--- config.mk ---
export PLATFORM = sky130hd
export DESIGN_NAME = irq_source
export DESIGN_NICKNAME = d
export VERILOG_FILES = /design/src/rtl/irq_pkg.sv /design/src/rtl/irq_timer.sv /design/src/rtl/irq_source.sv
export SDC_FILE = /design/constraint.sdc
export NUM_CORES = 1
export LEC_CHECK = 0
export BUFFER_PORTS_ARGS = -buffer_cell sky130_fd_sc_hd__buf_2
export CORE_AREA = 2 2 166 168
export DETAILED_ROUTE_END_ITERATION = 16
export DIE_AREA = 0 0 168 170
export GPL_ROUTABILITY_DRIVEN = 1
export SYNTH_ARGS = -nofsm -noshare
export SYNTH_HDL_FRONTEND = slang
export SYNTH_HIERARCHICAL = 1
export SYNTH_SLANG_ARGS = --single-unit
--- constraint.sdc ---
create_clock -name clk -period 5.2 [get_ports clk]
set_clock_uncertainty 0.1 [all_clocks]
set_input_delay 0.78 -clock clk [delete_from_list [all_inputs] [get_ports clk]]
set_output_delay 0.78 -clock clk [all_outputs]
set_load 0.05 [all_outputs]
--- src/rtl/irq_pkg.sv ---
// Shared register map, interrupt bit indices and CTRL field positions for irq_source.
package irq_pkg;

  localparam logic [2:0] CTRL   = 3'd0;
  localparam logic [2:0] LOAD0  = 3'd1;
  localparam logic [2:0] LOAD1  = 3'd2;
  localparam logic [2:0] COUNT0 = 3'd3;
  localparam logic [2:0] COUNT1 = 3'd4;
  localparam logic [2:0] STATUS = 3'd5;

  localparam int IRQ_IO0  = 0;
  localparam int IRQ_IO1  = 1;
  localparam int IRQ_CNT0 = 2;
  localparam int IRQ_CNT1 = 3;

  localparam int CTRL_EN0 = 0;
  localparam int CTRL_EN1 = 1;
  localparam int CTRL_AR0 = 2;
  localparam int CTRL_AR1 = 3;

  localparam int STATUS_OVR_LSB = 8;

endpackage

--- src/rtl/irq_timer.sv ---
// Programmable down-counter: load, enable, optional autoreload, one-cycle event on reaching zero.
// Latency: event is combinational in the cycle COUNT is 1; COUNT reads 0 on the following cycle.
module irq_timer #(
  parameter int CNT_W = 32
) (
  input  logic             clk,
  input  logic             reset,
  input  logic             load_i,
  input  logic [CNT_W-1:0] load_val_i,
  input  logic             en_i,
  input  logic             autoreload_i,
  input  logic [CNT_W-1:0] reload_val_i,
  output logic [CNT_W-1:0] count_o,
  output logic             event_o
);

  logic [CNT_W-1:0] count_q, count_d;
  logic [CNT_W-1:0] cur;

  // With autoreload, a zero count is treated as the reload value so the reload and the
  // first decrement of the new period share one cycle, giving a period of exactly LOAD.
  always_comb begin
    cur = count_q;
    if (en_i && autoreload_i && (count_q == '0)) begin
      cur = reload_val_i;
    end
    event_o = en_i && (cur == CNT_W'(1));
    count_d = count_q;
    if (load_i) begin
      count_d = load_val_i;
    end else if (en_i && (cur != '0)) begin
      count_d = cur - CNT_W'(1);
    end
  end

  always_ff @(posedge clk) begin
    if (reset) begin
      count_q <= '0;
    end else begin
      count_q <= count_d;
    end
  end

  assign count_o = count_q;

endmodule

--- src/rtl/irq_source.sv ---
// Interrupt request generator: two synchronised IO edge sources, two timers, per-bit
// pending/in-service/overrun tracking against fetch acknowledges, and a small register file.
module irq_source
  import irq_pkg::*;
#(
  parameter int CNT_W       = 32,
  parameter int SYNC_STAGES = 2
) (
  input  logic        clk,
  input  logic        reset,
  input  logic [1:0]  io_in,
  input  logic        we,
  input  logic [2:0]  addr,
  input  logic [31:0] wdata,
  output logic [31:0] rdata,
  output logic [3:0]  interrupts,
  input  logic [3:0]  interrupt_taken,
  input  logic        rti
);

  logic [SYNC_STAGES-1:0][1:0] sync_q;
  logic [1:0]                  io_prev_q;
  logic [SYNC_STAGES:0]        warm_q;
  logic [1:0]                  io_event;

  logic                        wr_ctrl, wr_status;
  logic [1:0]                  wr_load, en_rise, cnt_load, cnt_event;
  logic [3:0]                  ctrl_q, ctrl_d;
  logic [1:0][CNT_W-1:0]       load_q, load_val, count;

  logic [3:0]                  ev;
  logic [3:0]                  pend_q, pend_d, ins_q, ins_d, ovr_q, ovr_d, irq_q, irq_d;

  // Edges are only accepted once the whole chain holds post-reset samples, so a line
  // already high when reset drops is not mistaken for a rising edge.
  assign io_event = sync_q[SYNC_STAGES-1] & ~io_prev_q & {2{warm_q[SYNC_STAGES]}};

  assign wr_ctrl    = we && (addr == CTRL);
  assign wr_status  = we && (addr == STATUS);
  assign wr_load[0] = we && (addr == LOAD0);
  assign wr_load[1] = we && (addr == LOAD1);

  for (genvar n = 0; n < 2; n++) begin : gen_timer
    assign en_rise[n]  = wr_ctrl && wdata[CTRL_EN0+n] && !ctrl_q[CTRL_EN0+n];
    assign cnt_load[n] = wr_load[n] || en_rise[n];
    assign load_val[n] = wr_load[n] ? wdata[CNT_W-1:0] : load_q[n];

    irq_timer #(.CNT_W(CNT_W)) u_timer (
      .clk          (clk),
      .reset        (reset),
      .load_i       (cnt_load[n]),
      .load_val_i   (load_val[n]),
      .en_i         (ctrl_q[CTRL_EN0+n]),
      .autoreload_i (ctrl_q[CTRL_AR0+n]),
      .reload_val_i (load_q[n]),
      .count_o      (count[n]),
      .event_o      (cnt_event[n])
    );
  end

  always_comb begin
    ctrl_d = ctrl_q;
    if (wr_ctrl) begin
      ctrl_d = wdata[3:0];
    end else begin
      for (int n = 0; n < 2; n++) begin
        if (cnt_event[n] && !ctrl_q[CTRL_AR0+n]) begin
          ctrl_d[CTRL_EN0+n] = 1'b0;
        end
      end
    end
  end

  always_comb begin
    ev           = '0;
    ev[IRQ_IO0]  = io_event[0];
    ev[IRQ_IO1]  = io_event[1];
    ev[IRQ_CNT0] = cnt_event[0];
    ev[IRQ_CNT1] = cnt_event[1];
  end

  // A completing rti is applied before a same-cycle event, so the event sees the freed slot.
  always_comb begin
    pend_d = pend_q;
    ins_d  = ins_q;
    ovr_d  = ovr_q;
    irq_d  = '0;
    if (wr_status) begin
      ovr_d = ovr_q & ~wdata[STATUS_OVR_LSB +: 4];
    end
    for (int n = 0; n < 4; n++) begin
      if (rti && interrupt_taken[n]) begin
        irq_d[n]  = pend_q[n];
        ins_d[n]  = pend_q[n];
        pend_d[n] = 1'b0;
      end
      if (ev[n]) begin
        if (!ins_d[n]) begin
          irq_d[n] = 1'b1;
          ins_d[n] = 1'b1;
        end else if (!pend_d[n]) begin
          pend_d[n] = 1'b1;
        end else begin
          ovr_d[n] = 1'b1;
        end
      end
    end
  end

  always_ff @(posedge clk) begin
    if (reset) begin
      sync_q    <= '0;
      io_prev_q <= '0;
      warm_q    <= '0;
      ctrl_q    <= '0;
      load_q    <= '0;
      pend_q    <= '0;
      ins_q     <= '0;
      ovr_q     <= '0;
      irq_q     <= '0;
    end else begin
      sync_q    <= {sync_q[SYNC_STAGES-2:0], io_in};
      io_prev_q <= sync_q[SYNC_STAGES-1];
      warm_q    <= {warm_q[SYNC_STAGES-1:0], 1'b1};
      ctrl_q    <= ctrl_d;
      for (int n = 0; n < 2; n++) begin
        if (wr_load[n]) begin
          load_q[n] <= wdata[CNT_W-1:0];
        end
      end
      pend_q    <= pend_d;
      ins_q     <= ins_d;
      ovr_q     <= ovr_d;
      irq_q     <= irq_d;
    end
  end

  always_comb begin
    rdata = '0;
    case (addr)
      CTRL:    rdata = {28'd0, ctrl_q};
      LOAD0:   rdata = 32'(load_q[0]);
      LOAD1:   rdata = 32'(load_q[1]);
      COUNT0:  rdata = 32'(count[0]);
      COUNT1:  rdata = 32'(count[1]);
      STATUS:  rdata = {20'd0, ovr_q, ins_q, pend_q};
      default: rdata = '0;
    endcase
  end

  assign interrupts = irq_q;

endmodule
# After elaboration in Yosys (flattened, before gate mapping)
# Index checks and enable logic that the tools add are counted.
dict set report op_classes {
  n_reduce_logical 37
  muxes 58
  n_bitwise 5
  addsub 2
  eq_ne 7
}
# cell count
set op_table {}
lappend op_table {{two-way mux 32 bit} 8}
lappend op_table {{case mux 32 bit (6 select lines)} 1}
lappend op_table {{== test 32 x 1 -> 1 bit (second input constant)} 2}
lappend op_table {{logical NOT 32 bit} 2}
lappend op_table {{nonzero test 32 bit} 2}
lappend op_table {{subtractor 32 x 1 -> 32 bit (second input constant)} 2}
lappend op_table {{two-way mux 1 bit} 47}
lappend op_table {{logical AND 1 bit} 22}
lappend op_table {{nonzero test 2 bit} 4}
lappend op_table {{== test 3 x 2 -> 1 bit (second input constant)} 2}
lappend op_table {{== test 3 bit (second input constant)} 2}
lappend op_table {{bitwise AND 2 bit} 2}
lappend op_table {{bitwise AND 4 bit} 1}
lappend op_table {{logical NOT 1 bit} 4}
lappend op_table {{two-way mux 4 bit} 1}
lappend op_table {{NOT 4 bit} 1}
lappend op_table {{== test 3 x 1 -> 1 bit (second input constant)} 1}
lappend op_table {{logical NOT 3 bit} 1}
lappend op_table {{logical OR 1 bit} 2}
lappend op_table {{two-way mux 2 bit} 1}
lappend op_table {{NOT 2 bit} 1}
dict set report totals {
  regBits 157
  elab_cells 125
}

# Depth between registers and ports, before layout
# Gate-level depths: netlist of run 1.
dict set report logic_depth {
  depth_word 8
  depth_mapped 17
}

# Modules after synthesis
# Netlist of run 1, hierarchy kept.
# mod cells_each n_inst area_per_inst_um2
set by_module_without_submodules {}
lappend by_module_without_submodules {irq_timer 435 2 3059.2}
lappend by_module_without_submodules {irq_source 477 1 4976.0}

# Least setup slack after synthesis of run 1
# OpenSTA, ideal clock, no wires.
dict set report synth_timing {
  path_kind {flip-flop to flip-flop}
  from {reg gen_timer[1].u_timer.count_q[12]}
  to {reg gen_timer[1].u_timer.count_q[28]}
  path_stages_with_launch 17
  arrival_time_ns 3.789
  path_buffers 3
  setup_time_ns 0.070
  slack_ns 1.241
  cell_sequence {dfxtp_1 > clkbuf_1 > or3_4 > nand4b_4 > nor3_4 > buf_2 > clkbuf_1 > a21oi_1 > ha_1 > or3b_2 > or3_1 > nor4_1 > mux2i_1 > or2_1 > a2111oi_0 > o21bai_1 > a21oi_1}
}
dict set report synth_between {
  elab_chain_len 6
  word_cells_on_any_way 9
  cone_classes {add/sub (1); mux (3); reduce/logical (5)}
}
# element line_no
set synth_lines {}
lappend synth_lines {{start: declaration} irq_timer.sv:17} ;# logic [CNT_W-1:0] count_q, count_d;
lappend synth_lines {{start signal: assignment} irq_timer.sv:40} ;# count_q <= count_d;
lappend synth_lines {{logical NOT 32 bit} irq_timer.sv:24} ;# if (en_i && autoreload_i && (count_q == '0)) begin
lappend synth_lines {{logical AND 1 bit} irq_timer.sv:24}
lappend synth_lines {{two-way mux 32 bit (*)} irq_timer.sv:24}
lappend synth_lines {{subtractor 32 x 1 -> 32 bit / nonzero test 32 bit (equally long branches)} {irq_timer.sv:32, irq_timer.sv:31}}
lappend synth_lines {{two-way mux 32 bit / logical AND 1 bit (equally long branches)} irq_timer.sv:31} ;# end else if (en_i && (cur != '0)) begin
lappend synth_lines {{two-way mux 32 bit / nonzero test 2 bit (equally long branches)} --}
# Every way passes the cells marked *; elsewhere a longest branch is shown, timed or not. The select of a mux whose other input is x is not followed.
# A chain may end at the register's enable or synchronous reset.

# Worst setup path in the final report of run 1
dict set report layout_timing {
  from {reg gen_timer[0].u_timer.count_q[15]}
  to {reg gen_timer[0].u_timer.count_q[14]}
}
dict set report layout_between {
  elab_chain_len 6
  word_cells_on_any_way 9
  cone_classes {add/sub (1); mux (3); reduce/logical (5)}
}
# element line_no
set layout_lines {}
lappend layout_lines {{start: declaration} irq_timer.sv:17}
lappend layout_lines {{start signal: assignment} irq_timer.sv:40}
lappend layout_lines {{logical NOT 32 bit} irq_timer.sv:24}
lappend layout_lines {{logical AND 1 bit} irq_timer.sv:24}
lappend layout_lines {{two-way mux 32 bit (*)} irq_timer.sv:24}
lappend layout_lines {{subtractor 32 x 1 -> 32 bit / nonzero test 32 bit (equally long branches)} {irq_timer.sv:32, irq_timer.sv:31}}
lappend layout_lines {{two-way mux 32 bit / logical AND 1 bit (equally long branches)} irq_timer.sv:31}
lappend layout_lines {{two-way mux 32 bit / nonzero test 2 bit (equally long branches)} --}
# Marks and branches as above.

==> results of run 1 <==
worst reg2reg max path, delay by kind of cell (launching register included):
kind | cells | cell delay (ns)
simple gates | 5 | 1.35
flops | 1 | 0.56
compound gates | 5 | 1.41
buf+inv | 1 | 0.29
fa+ha+maj | 1 | 0.26
mux | 1 | 0.31
metal layers:
| layer | wire, um | part of all wire [%] |
|---|---|---|
| met5 | 0 | 0 |
| met4 | 1120 | 2.8 |
| met3 | 2950 | 7.3 |
| met2 | 18400 | 45 |
| met1 | 18300 | 45 |
flip-flops by register name (all words and copies together), names as in the netlist, 3 cells and up:
signal	flops
gen_timer.u_timer/count_o	64
load_q	64
ctrl_q	4
ins_q	4
interrupts	4
ovr_q	4
pend_q	4
sync_q	4
warm_q	3
power groups by stage:
stage | Sequential [mW] | Clock, mW | Combinational, mW
final | 1.30 | 1.29 | 0.892
after global routing | 1.30 | 1.36 | 0.957
after detailed placement | 1.32 | 0 | 0.867
after global placement | 1.32 | 0 | 0.867
after floorplan | 1.29 | 0 | 0.665
after CTS | 1.29 | 1.31 | 0.872
cell usage after synthesis, drive strengths merged, types with 8 or more instances:
| master | n | share of area (%) |
|---|---|---|
| dfxtp | 157 | 28 |
| a31oi | 17 | 0.96 |
| a211oi | 16 | 1.1 |
| o221ai | 8 | 0.63 |
| or2 | 12 | 0.68 |
| nor3 | 57 | 2.9 |
| inv | 27 | 0.91 |
| mux2 | 89 | 11 |
| or3 | 20 | 1.2 |
| o21ai | 54 | 2.4 |
| nor2b | 11 | 0.62 |
| nor2 | 86 | 2.9 |
| o21a | 12 | 0.81 |
| buf | 39 | 2.6 |
| nand4b | 11 | 1.1 |
| a2111oi | 8 | 0.63 |
| and2 | 78 | 4.4 |
| xor2 | 12 | 0.95 |
| a311oi | 8 | 0.63 |
| nand3 | 30 | 1.4 |
| nand4 | 20 | 1.1 |
| a221oi | 17 | 1.3 |
| a22oi | 27 | 1.8 |
| o31ai | 8 | 0.54 |
| a21boi | 8 | 0.54 |
| a21oi | 94 | 4.2 |
| o22ai | 36 | 2.0 |
| a21o | 8 | 0.54 |
| a211o | 8 | 0.63 |
| mux2i | 48 | 4.3 |
| nor4 | 42 | 2.6 |
| or4 | 14 | 0.95 |
| clkbuf | 60 | 2.0 |
| nand2b | 13 | 0.73 |
| nand2 | 113 | 3.8 |
area by class of cell:
class | count | area, um^2
Timing Repair Buffer | 116 | 671
Sequential cell | 157 | 3140
Clock inverter | 14 | 149
Inverter | 27 | 101
Clock buffer | 18 | 429
Multi-Input combinational cell | 1064 | 7360
Fill cell | 2601 | 14400
Tap cell | 341 | 427
worst max-delay path by stage:
stage / end / cells past startpoint / slack, ns / start
after global routing: gen_timer[0].u_timer/count_o[14]$_SDFFE_PP0P_ / 13 / 0.51 / gen_timer[0].u_timer/count_o[15]$_SDFFE_PP0P_
after floorplan: gen_timer[1].u_timer/count_o[28]$_SDFFE_PP0P_ / 16 / 1.24 / gen_timer[1].u_timer/count_o[12]$_SDFFE_PP0P_
after CTS: gen_timer[0].u_timer/count_o[14]$_SDFFE_PP0P_ / 13 / 0.87 / gen_timer[0].u_timer/count_o[15]$_SDFFE_PP0P_
after global placement: gen_timer[0].u_timer/count_o[14]$_SDFFE_PP0P_ / 13 / 0.94 / gen_timer[0].u_timer/count_o[15]$_SDFFE_PP0P_
final: gen_timer[0].u_timer/count_o[14]$_SDFFE_PP0P_ / 13 / 0.77 / gen_timer[0].u_timer/count_o[15]$_SDFFE_PP0P_
after detailed placement: gen_timer[1].u_timer/count_o[2]$_SDFFE_PP0P_ / 13 / 0.88 / gen_timer[1].u_timer/count_o[15]$_SDFFE_PP0P_
stage by stage:
step           cell area, um^2  util, %  worst slack [ns]  total power, mW  hold slack (ns)
5_1_grt                  12300     46.1             0.506             3.62            0.360
3_5_place_dp             11700     43.9             0.883             2.19            0.325
3_3_place_gp             11700     43.9             0.944             2.19            0.317
2_1_floorplan            11100        -              1.24             1.96            0.314
6_report                 12300     46.1             0.774             3.48            0.340
4_1_cts                  12300     46.1             0.869             3.48            0.344
kinds of logic after synthesis:
| family | synth area share, % |
|---|---|
| adders and majority gates | 0.451 |
| xor gates and xnor gates | 1.42 |
| DFF | 28.3 |
| and+or+nand+nor | 27.4 |
| muxes | 15.3 |
| buffers and inverters | 5.50 |
| AOI/OAI and AO/OA | 21.5 |
==> summary.md, run 1 <==
| Metric | Value |
|---|---|
| Outcome | finished clean |
| Worst R2R End | gen_timer[0].u_timer/count_o[14]$_SDFFE_PP0P_ |
| Commonest non-fill, non-tap cell in the layout | dfxtp_1 |
| Post-synth EDFFs | 0 |
| Post-Syn Instances | 1347 |
| Sequential fraction of the synthesis area | 28.3% |
| Core footprint | roughly 27000 um^2 |
| Crit end category | flop |
| Met2 usage | 44.0% |
| Pin count of the biggest net entering global routing | between 40 and 50 |
| Yosys warning total | 6 |
| Detail Route Antenna Nets | 0 |
| Switching Share | approximately a third |
| TNS Setup | 0 ns |
| Pint | around 2.3 mW |
| Max Cap Violations | 0 |
| Via count | 11.1k |
| Vias per cell | 6.41 |
| Syn Nets | around 1.4k |
| Peak Freq | 0.226 GHz |
| Max-slew violation count | 0 |
| Final worst-path cycle share | 85.1% |
| Die width | 168 um |
| Root Buffer | clkbuf_16 |
| CTS tree | built |
| Hold path endpoint | warm_q[1]$_SDFF_PP0_ |
| Gr usage total | about 28% |
| Number of global-route vias before repair | 10.2k |
| Std cell rows | 60 |
| WP buf/inv | 1 |
| Cts bufs inserted | 17 |
| Async SR Flop Fraction | 0% |
| Top delay family on crit path | compound AO/OA/AOI/OAI gates |
| Arr. time, crit path | 4.62 ns |
| Met1 usage | 40.0% |
| Hold buffers post-CTS | 0 |
| Setup slack, reg-to-reg | 0.77 ns |
| H-tree depth | 4 |
| HP Start | warm_q[0]$_DFF_P_ |
| Worst hold-check path type | flop to flop |
| Worst setup SP type | flop |
| Initial antenna violation count | 0 |
| Placed wire-length estimate | 29.5 mm |
| RR Startpoint | gen_timer[0].u_timer/count_o[15]$_SDFFE_PP0P_ |
| Synth unique cells | 72 |
| Relative slew slack | 27.4% |
| GPL Wtd Cong | 0.961 |
| Final hold vios | 0 |
| 1st-iter DRT viols | between 1.5k and 2k |
| Layout cells sized above 1 | 19.3% |
| Commonest non-fill, non-tap cells in the layout | 157 x dfxtp_1, 113 x nand2_1, 94 x a21oi_1, 86 x nor2_1, 80 x buf_2 |
| Die Y | 170 um |
| Psw | 1.22 mW |
| CTS clk-pin slew, worst paths | 0.07 ns |
| Hold depth | 1 |
| CP max stage delay | 0.73 ns |
| Clock Latency Late Sink | roughly 0.45 ns |
| Final min period | 4.43 ns |
| Non-filler instance count after layout | 1737 |
| Per-cell routed wire length | 23.4 um |
| Final setup viols | 0 |
| Flop pwr share | 37.3% |
| Power density cells | approximately 280 nW/um^2 |
| Initial Utilization | 41.6% |
| Syn avg cell area | 8.24 um^2 |
| # nets final | ~1.4k |
| Drt first pass iters | 6 |
| Combinational power share | about a quarter |
| Leak | 4.73 nW |
| Post-Route WL | 40.7 mm |
| Synthesis-to-finish area growth | 10.7% |
| CP required | 5.39 ns |
| Cell Chain, Critical Path | nor2_1 -> nand4_1 -> nor3_4 -> a21oi_1 -> ha_1 -> or3b_2 -> or3_1 -> mux2_2 -> o21ai_2 -> buf_4 -> a2111oi_0 -> a311oi_1 -> a221oi_1 |
| First-pass GRT wire length | around 62 mm |
| Worst path slowest cell | o21ai_2 |
| Placed cell count | between 1.5k and 2k |
| Mapped cell area | 11100 um^2 |
| Unrepaired setup endpoints after global routing | false |
| Post-CTS Resized | 0 |
| Worst Max-Slew Pin Slew | 1.09 ns |
| Post-synth top flop | dfxtp_1 |
| # clock sinks | 157 |
| Register-to-Register Path Depth | 13 |
| GRT met3 Usage | around 3.7% |
| Number of synthesized register bits | roughly 160 |
| IO buf count | 80 |
| Clk pwr share | approximately 37% |
| IO Pins | approximately 80 |
| Drt drc | 0 |
| Peak supply drop | between 0.2 and 0.25 mV |
| GR Overflow Total | 0 |
| Max clock buf depth | 2 |
| Die area | 28600 um^2 |
| WS Path Type | flop to flop |
| Setup Buffers After CTS | 0 |
| Crit path max fanout | 18 |
| Ant diodes | 0 |
| Top Usage Layer GRT | met2 |
No activity file was read; power rests on OpenSTA's default activity.
==> run 2, diff against run 1 <==
--- a/config.mk
+++ b/config.mk
@@ -6,10 +6,13 @@
 export NUM_CORES = 1
 export LEC_CHECK = 0
 export BUFFER_PORTS_ARGS = -buffer_cell sky130_fd_sc_hd__buf_2
+export CELL_PAD_IN_SITES_DETAIL_PLACEMENT = 0
+export CELL_PAD_IN_SITES_GLOBAL_PLACEMENT = 1
 export CORE_AREA = 2 2 166 168
 export DETAILED_ROUTE_END_ITERATION = 16
 export DIE_AREA = 0 0 168 170
 export GPL_ROUTABILITY_DRIVEN = 1
+export PLACE_DENSITY = 0.85
 export SYNTH_ARGS = -nofsm -noshare
 export SYNTH_HDL_FRONTEND = slang
 export SYNTH_HIERARCHICAL = 1
==> run 2 against run 1 <==
Net effect: non-clock buffer count rose by 1; worst hold slack got worse by 0.0023 ns; global-route usage fell by 0.53 points; highest routed layer unchanged; via count rose by 0.18%.
==> summary.md, run 2 (synthesis results as in run 1) <==
| Metric | Value |
|---|---|
| Core footprint | 26700 um^2 |
| Leak | roughly 4.8 nW |
| Pin count of the biggest net entering global routing | 65 |
| HP Start | sync_q[1]$_SDFF_PP0_ |
| Final hold slack | 0.338 ns |
| Max-slew violation count | 0 |
| Worst Setup EP | gen_timer[0].u_timer/count_o[4]$_SDFFE_PP0P_ |
| Commonest non-fill, non-tap cells in the layout | 157 x dfxtp_1, 113 x nand2_1, 94 x a21oi_1, 86 x nor2_1, 80 x buf_2 |
| Setup crit start | gen_timer[0].u_timer/count_o[15]$_SDFFE_PP0P_ |
| Max clock buf depth | 2 |
| Detail Route Antenna Nets | 0 |
| Die area | 28600 um^2 |
| Outcome | finished clean |
| Psw | about 1.2 mW |
| CTS clk-pin slew, worst paths | 0.07 ns |
| Via count | ~11k |
| RR Startpoint | gen_timer[0].u_timer/count_o[15]$_SDFFE_PP0P_ |
| Combinational power share | 25.4% |
| Worst Max-Slew Pin Slew | 1.09 ns |
| Clk pwr share | 37.8% |
| Power density cells | 286 nW/um^2 |
| Commonest non-fill, non-tap cell in the layout | dfxtp_1 |
| Hold depth | 1 |
| Final hold vios | 0 |
| Final worst-path cycle share | 84.1% |
| Per-cell routed wire length | 23.2 um |
| Drt drc | 0 |
| Register-to-Register Path Depth | 13 |
| Peak Freq | around 0.23 GHz |
| Final WS setup | between 0.8 and 0.9 ns |
| CTS tree | built |
| Pint | 2.32 mW |
| Std cell rows | 60 |
| Die width | 168 um |
| Hold buffers post-CTS | 0 |
| Root Buffer | clkbuf_16 |
| Placed wire-length estimate | 28.9 mm |
| Vias per cell | 6.42 |
| Post-Route WL | approximately 40 mm |
| Drt first pass iters | 6 |
| Worst R2R End | gen_timer[0].u_timer/count_o[4]$_SDFFE_PP0P_ |
| IO buf count | 80 |
| Relative slew slack | 26.7% |
| Peak supply drop | roughly 0.23 mV |
| Crit path max fanout | 16 |
| Setup Buffers After CTS | 0 |
| Clock Latency Late Sink | 0.44 ns |
| GR Overflow Total | 0 |
| Initial antenna violation count | 1 |
| First-pass GRT wire length | 61.4 mm |
| Unrepaired setup endpoints after global routing | false |
| GPL Wtd Cong | 0.968 |
| DP Worst Slack | 0.972 ns |
| Crit end category | flop |
| CP required | about 5.4 ns |
| Synthesis-to-finish area growth | 11.1% |
| Fillers | 2557 |
| Flop pwr share | between 30% and 40% |
| Max Cap Violations | 0 |
| Post-CTS Resized | 0 |
| # clock sinks | 157 |
| TNS Setup | 0 ns |
| IO Pins | slightly above 80 |
| Worst hold-check path type | flop to flop |
| Setup slack, reg-to-reg | 0.83 ns |
| H-tree depth | 4 |
| Arr. time, crit path | 4.58 ns |
| Switching Share | 34.3% |
| Gr usage total | 27.6% |
| Final setup viols | 0 |
| Number of global-route vias before repair | ~10k |
| Cts bufs inserted | 17 |
| Initial Utilization | 41.6% |
| Layout cells sized above 1 | 19.4% |
| Die Y | 170 um |
| Worst setup SP type | flop |
| # nets final | 1433 |
| WS Path Type | flop to flop |
| 1st-iter DRT viols | 1382 |
| Final min period | 4.37 ns |
run 2: cell types whose count changed in the layout (fill, tap and decap cells not counted), sizes merged:
cell / previous run / this run
clkinv: 3 / 4
buf: 116 / 117
clkinvlp: 2 / 0
bufinv: 1 / 2
diode: 0 / 1
run 2: layout make-up:
class / instances / area (um^2) / share of cell area (%)
Multi-Input combinational cell: 1064 / 7360 / 59.7
Sequential cell: 157 / 3140 / 25.5
Timing Repair Buffer: 117 / 678 / 5.50
Clock buffer: 18 / 439 / 3.56
Tap cell: 341 / 427 / 3.46
Clock inverter: 14 / 176 / 1.43
Inverter: 27 / 101 / 0.822
Antenna cell: 1 / 2.50 / 0.0203
run 2: metal layers:
layer	vias up	global-route usage, %	wire, um
li1	5152	-	-
met1	5412	38.5	17700
met2	532	43.9	18500
met3	61	3.67	3080
met4	0	9.57	997
met5	-	0	0
run 2: worst max-delay path: stages, from the launching register on:
cell	delay (ns)
dfxtp_1	0.56
nor2_1	0.18
nand4_1	0.22
nor3_4	0.06
a21oi_1	0.28
ha_1	0.27
or3b_2	0.51
or3_1	0.40
mux2_2	0.31
o21ai_2	0.68
buf_4	0.31
a21oi_1	0.06
a211oi_1	0.23
nor3_1	0.08
run 2: worst min-delay path by stage:
stage | to | slack [ns]
floorplan | sync_q[2]$_SDFF_PP0_ | 0.31
detailed placement | warm_q[2]$_SDFF_PP0_ | 0.32
CTS | warm_q[2]$_SDFF_PP0_ | 0.34
global placement | warm_q[1]$_SDFF_PP0_ | 0.32
finish | sync_q[3]$_SDFF_PP0_ | 0.34
global route | sync_q[3]$_SDFF_PP0_ | 0.35
run 2: stage by stage:
step                total power, mW  area, um^2  utilization, %  cells
floorplan                      1.96       11100               -   1347
global placement               2.19       11700            43.9   1706
detailed placement             2.19       11700            43.9   1706
CTS                            3.53       12300            46.2   1738
global route                   3.67       12300            46.3   1739
finish                         3.53       12300            46.3   1739
run 2: power by group through the flow:
stage	combinational (mW)	sequential (mW)	clock (mW)
final	0.895	1.30	1.33
after floorplan	0.665	1.29	0
after CTS	0.877	1.30	1.35
after global placement	0.868	1.32	0
after detailed placement	0.871	1.32	0
after global routing	0.967	1.30	1.40
